### src/rtl/rom_burst_reader.sv
// rom_burst_reader: walks a wrapping range of sync_rom addresses and streams the words out through a 4-entry FIFO
// Ports: clk, rst (synchronous, active-high)
//        start, start_addr, count : burst command, sampled only while idle
//        busy, done               : burst in progress / one-cycle completion pulse
//        rom_addr, rom_dout       : registered address to, and read data from, a 1-cycle sync_rom
//        m_valid, m_ready, m_data, m_last : output stream, m_last on the final beat
module rom_burst_reader #(
    parameter int DEPTH = 8,
    parameter int WIDTH = 8,
    localparam int AW = $clog2(DEPTH)
) (
    input  logic             clk,
    input  logic             rst,
    input  logic             start,
    input  logic [AW-1:0]    start_addr,
    input  logic [AW:0]      count,
    output logic             busy,
    output logic             done,
    output logic [AW-1:0]    rom_addr,
    input  logic [WIDTH-1:0] rom_dout,
    output logic             m_valid,
    input  logic             m_ready,
    output logic [WIDTH-1:0] m_data,
    output logic             m_last
);
    typedef enum logic {IDLE, RUN} state_t;
    localparam logic [AW:0] one = 1;
    state_t state;
    logic [AW-1:0] next_addr;
    logic [AW:0] issue_left;
    logic issue_q, issue_last_q, rd_q, rd_last_q;
    logic [WIDTH:0] mem [4];
    logic [1:0] wr_ptr, rd_ptr;
    logic [2:0] fifo_count;
    logic issue, push, pop;
    // A read is only issued when the FIFO has room for it plus every word still in the ROM pipeline.
    assign issue = state == RUN && issue_left != '0 &&
                   (4'(fifo_count) + 4'(issue_q) + 4'(rd_q) < 4'd4);
    assign push = rd_q;
    assign pop = m_valid && m_ready;
    assign m_valid = fifo_count != 3'd0;
    assign m_data = m_valid ? mem[rd_ptr][WIDTH-1:0] : '0;
    assign m_last = m_valid && mem[rd_ptr][WIDTH];
    always_ff @(posedge clk)
        if (push) mem[wr_ptr] <= {rd_last_q, rom_dout};
    always_ff @(posedge clk) begin
        if (rst) begin
            state <= IDLE;
            busy <= 1'b0;
            done <= 1'b0;
            rom_addr <= '0;
            next_addr <= '0;
            issue_left <= '0;
            issue_q <= 1'b0;
            issue_last_q <= 1'b0;
            rd_q <= 1'b0;
            rd_last_q <= 1'b0;
            wr_ptr <= 2'd0;
            rd_ptr <= 2'd0;
            fifo_count <= 3'd0;
        end else begin
            done <= 1'b0;
            rd_q <= issue_q;
            rd_last_q <= issue_last_q;
            issue_q <= 1'b0;
            issue_last_q <= 1'b0;
            if (push) wr_ptr <= wr_ptr + 2'd1;
            if (pop) rd_ptr <= rd_ptr + 2'd1;
            fifo_count <= fifo_count + 3'(push) - 3'(pop);
            if (state == IDLE) begin
                // The first address goes out on the start edge itself, saving a cycle of latency.
                if (start && count != '0) begin
                    state <= RUN;
                    busy <= 1'b1;
                    rom_addr <= start_addr;
                    next_addr <= start_addr + 1'b1;
                    issue_left <= count - one;
                    issue_q <= 1'b1;
                    issue_last_q <= count == one;
                end else if (start) begin
                    done <= 1'b1;
                end
            end else begin
                if (issue) begin
                    rom_addr <= next_addr;
                    next_addr <= next_addr + 1'b1;
                    issue_left <= issue_left - one;
                    issue_q <= 1'b1;
                    issue_last_q <= issue_left == one;
                end
                if (pop && m_last) begin
                    state <= IDLE;
                    busy <= 1'b0;
                    done <= 1'b1;
                end
            end
        end
    end
    always_ff @(posedge clk)
        if (!rst && push) assert (fifo_count < 3'd4);
endmodule

### config.mk
export PLATFORM = sky130hd
export DESIGN_NAME = rom_burst_reader
export DESIGN_NICKNAME = d
export VERILOG_FILES = /design/src/rtl/rom_burst_reader.sv
export SDC_FILE = /design/constraint.sdc
export NUM_CORES = 1
export LEC_CHECK = 0
export BUFFER_PORTS_ARGS = -buffer_cell sky130_fd_sc_hd__clkbuf_2
export CORE_UTILIZATION = 33
export DETAILED_ROUTE_END_ITERATION = 16
export PLACE_DENSITY = 0.62
export SYNTH_ARGS = -nofsm -noshare
export SYNTH_HDL_FRONTEND = slang
export SYNTH_SLANG_ARGS = --single-unit
### constraint.sdc
create_clock -name clk -period 7 [get_ports clk]
set_clock_uncertainty 0.15 [all_clocks]
set_input_delay 1.4 -clock clk [delete_from_list [all_inputs] [get_ports clk]]
set_output_delay 1.4 -clock clk [all_outputs]
set_load 0.1 [all_outputs]
## Yosys cells after proc, flatten, opt, wreduce, memory -nomap -nowiden

Memories as Yosys holds them, arrays and structs flattened. A register that Yosys moved wholly into a read port is not among the register bits.
Cells that the tools add are included.

- Register bits after elaboration: 24
- Memory bits (writable): 36
- Bits of input ports: 19
- Memories kept: 1

Memories:

| memory | words | bits a word | read ports | clocked after Yosys merged registers in | write ports | line | text |
|---|---|---|---|---|---|---|---|
| mem | 4 | 9 | 1 | 1 | 1 | 32 | `logic [WIDTH:0] mem [4];` |

- Add/sub/neg operators: 10
- Magnitude comparators: 1
- Equal/unequal tests: 4
- Mux-type cells: 29
- Reduce and logical (&&, ||, !) cells: 12

Operators by type and width:

| kind | number |
|---|---|
| 3-bit 2-to-1 mux | 6 |
| 1-bit 2-to-1 mux | 17 |
| 4-bit 2-to-1 mux | 3 |
| 4-bit by 1-bit == test with 1-bit output (second input constant) | 2 |
| 8-bit 2-to-1 mux | 1 |
| 4-bit nonzero test | 2 |
| 4-bit by 1-bit subtractor with 4-bit output (second input constant) | 2 |
| 3-bit by 1-bit adder with 3-bit output (second input constant) | 2 |
| 1-bit logical AND | 6 |
| 2-bit by 1-bit adder with 2-bit output (second input constant) | 2 |
| 3-bit by 1-bit adder with 4-bit output | 1 |
| 4-bit by 1-bit adder with 4-bit output | 1 |
| 4-bit by 3-bit < comparator with 1-bit output (second input constant) | 1 |
| 2-bit 2-to-1 mux | 2 |
| 2-bit by 1-bit != test with 1-bit output (second input constant) | 2 |
| 2-bit AND reduction | 2 |
| 3-bit by 1-bit adder with 3-bit output | 1 |
| 3-bit nonzero test | 1 |
| 3-bit by 1-bit subtractor with 3-bit output | 1 |
| 2-bit nonzero test | 1 |

## Longest topological paths before layout

- Depth after elaboration: 6
- Depth in mapped cells: 10
- Mapped depth without buffers: 9

## Worst setup path before layout

Ideal clock, no wire load.

- Path type: flip-flop to output port
- Start: reg fifo_count[1]
- End: out m_data[0]
- Arrival: 2.379 ns
- Data required time: 5.450 ns
- Setup slack: 3.071 ns
- Cell stages (with the launch flop): 4
- Path buffers: 1
- Cell sequence: dfxtp_1 > or3_1 > clkbuf_1 > and2_1

- Cells in the longest elaborated chain, start to end: 2

Ends and longest elaborated chain:

| what | line | text |
|---|---|---|
| start: declaration | 34 | `logic [2:0] fifo_count;` |
| start signal: assignment | 69 | `fifo_count <= fifo_count + 3'(push) - 3'(pop);` |
| 3-bit nonzero test | 41 | `assign m_valid = fifo_count != 3'd0;` |
| via m_valid | 21 | `output logic m_valid,` |
| 8-bit 2-to-1 mux | 42 | `assign m_data = m_valid ? mem[rd_ptr][WIDTH-1:0] : '0;` |
| end: declaration | 23 | `output logic [WIDTH-1:0] m_data,` |

The timed path passes the listed nets, and every way through them passes these cells.

==> flow_metrics.tcl <==
set metrics [dict create \
    vias 1592 \
    die-height_um 92.96 \
    drtIter0Drc 56 \
    dr.pass1.iters 4 \
    ctsHoldBuffers 0 \
    grt_pass1_vias 1607 \
    port_buffers 33 \
    core_area_mm2 0.007848 \
    dp_slack_ns 3.540 \
    power_leakage_nw 1.200 \
    crit_path_max_fanout 9 \
    viasPerCell 4.562 \
    crit_slowest_cell "dfxtp_1" \
    place_hpwl_um 3228 \
    start_util_pct 34.79 \
    grt_overflow_total 0 \
    slew_headroom_pct 49.71 \
    tightest_slew_ns 0.7543 \
    synthAdderAreaFrac_pct 6.691 \
    peakVddDrop_mv 0.1411 \
    diodes 0 \
    post_drt_wl_per_cell_um 13.30 \
    status "finished clean" \
    clkLatencyLatePin_ns 0.33 \
    rsz0062_at_grt "false" \
    drive_above_1_share_pct 26.32 \
    synth_fp_nets 240 \
    slew_violations 0 \
    clock.fmax_mhz 265.3 \
    grt.total_usage_pct 12.08 \
    cts_tree "yes" \
    synth_mux_area_share_pct 10.82 \
    synthXorXnorAreaFrac_pct 2.246 \
    synth-seq-cells 62 \
    cp_top_family "flip-flops" \
    mostFrequentLayoutCells "36 x edfxtp_1, 33 x clkbuf_2, 26 x dfxtp_1, 19 x nor2_1, 14 x and2_1" \
    crit_required_ns 5.45 \
    die_x_um 92.96 \
    clkTransAtPathRegs_ns 0.07 \
    syn_inst 207 \
    synth_top_family_by_area "simple AND/OR/NAND/NOR gates" \
    postCtsSetupRepairBufs 0 \
    synth_compound_area_share_pct 6.279 \
    syn2layout_area_growth_pct 15.12 \
    arrival_ns 2.22 \
    place_congestion 0.6804 \
    rows 32 \
    post_cts_resized 0 \
    max_stage_delay_ns 0.72 \
    io_pins 34 \
    startpoint_type "register" \
    htreeDepth 3 \
    finalCritPeriodShare_pct 53.84 \
    crit_path_cell_trace "mux4_2 > and2_1 > clkbuf_2" \
    yosys_warnings 0 \
    min_period_ns 3.769 \
    setup_tns_ns 0 \
    grt_max_degree 26 \
    setup_viol 0 \
    hold_violations 0 \
    critPathBufInv 1 \
    antenna_found_initial 0 \
    numCtsBuffers 9 \
    clock_sinks 62 \
    synthFlopType "edfxtp_1" \
    min_path_type "reg2reg" \
    synth_edf_count 36 \
    timing_worst_setup_path_type "reg2out" \
    grt_pass1_wl_um 7707 \
    drc 0 \
    yosysUniqueCellTypes 41 \
    die-area_mm2 0.008641 \
    final_common_cell "edfxtp_1" \
    cts_buffer_depth 2 \
    clock-root-buffer "clkbuf_8" \
    final_nets 275 \
    maxCapViolCount 0 \
    hold_slack_ns 0.3040 \
    drtAntennaViolNets 0 \
    wirelength_um 4642 \
    synth-seq-area-share_pct 58.66 \
    syn_area_mm2 0.002730 \
    fin_ws_ns 3.231 \
    power_density_mw_per_mm2 386.3 \
    end_kind "output port" \
    synthSimpleGateAreaFrac_pct 11.69 \
    syn-mean-instance-area_um2 13.19 \
    synthArstFlopShare_pct 0 \
]
## flip-flops by register name, summed over array words and instances (netlist names), named ones only
name,flops
next_addr,3
fifo_count,3
done,1
rd_last_q,1
rd_ptr,2
busy,1
issue_q,1
issue_left,4
issue_last_q,1
rom_addr,3
state,1
wr_ptr,2
push,1
mem,36
## cell usage after synthesis, drive strengths merged, types with 2 or more instances
| master | instances | area [um2] |
|---|---|---|
| mux2 | 2 | 22.52 |
| mux4 | 9 | 202.7 |
| o21ai | 5 | 25.02 |
| xnor2 | 6 | 52.55 |
| ha | 13 | 162.7 |
| a21oi | 9 | 45.04 |
| dfxtp | 26 | 520.5 |
| buf | 4 | 35.03 |
| and2 | 14 | 87.58 |
| nor2b | 5 | 33.78 |
| edfxtp | 36 | 1081 |
| nand2b | 3 | 18.77 |
| clkbuf | 5 | 18.77 |
| nor3 | 2 | 10.01 |
| nand2 | 8 | 30.03 |
| mux2i | 7 | 70.07 |
| nand3 | 4 | 20.02 |
| inv | 12 | 45.04 |
| nor2 | 20 | 77.58 |
## worst min-delay path: stages (launching register included)
cell and delay, ns:
dfxtp_1 0.31, nand2_1 0.05, a21oi_1 0.05
## final timing paths
kind                                       to     startpoint  slack, ns  depth (start not counted)
worst min-delay path             next_addr[0]   next_addr[0]       0.30                          2
worst min register to register   next_addr[0]   next_addr[0]       0.30                          2
worst max register to register  fifo_count[2]  fifo_count[1]       4.38                          9
worst max-delay path                   m_last       register       3.23                          3
## logic make-up after synthesis
| family | Yosys count |
|---|---|
| compound gates | 23 |
| xor+xnor | 7 |
| fa+ha+maj | 14 |
| buf+inv | 21 |
| flops | 62 |
| mux | 18 |
| simple gates | 62 |
## where the power goes
group / switching, mW / leakage (nW) / internal (mW)
registers: 0.0402 / 0.542 / 0.415
clock network: 0.141 / 0.0816 / 0.128
logic: 0.361 / 0.576 / 0.128
## final cells by class
class,count,area [um2]
flip-flops and latches,62,1602
fillers,792,4705
inverters,12,45.04
clock buffers,9,123.9
well taps,102,127.6
repair buffers,33,165.2
multi-input cells,124,1030
clock inverters,7,50.05
## routing by layer
layer  vias to the layer above  wire length, um  track usage (%)
met3                         6              277            4.844
met4                         0               46            4.615
met1                       737             2060            13.99
li1                        806                -                -
met2                        43             2258            19.98
met5                         -                0                0
## through the flow
step,utilization (%),total power [mW],instance area (um2),std cells
floorplan,-,0.8890,2730,207
global placement,37.83,0.9510,2969,333
detailed placement,37.83,0.9584,2969,333
CTS,40.05,1.231,3143,349
global route,40.05,1.283,3143,349
finish,40.05,1.214,3143,349
Note: power is estimated with default switching activity, not from simulation.
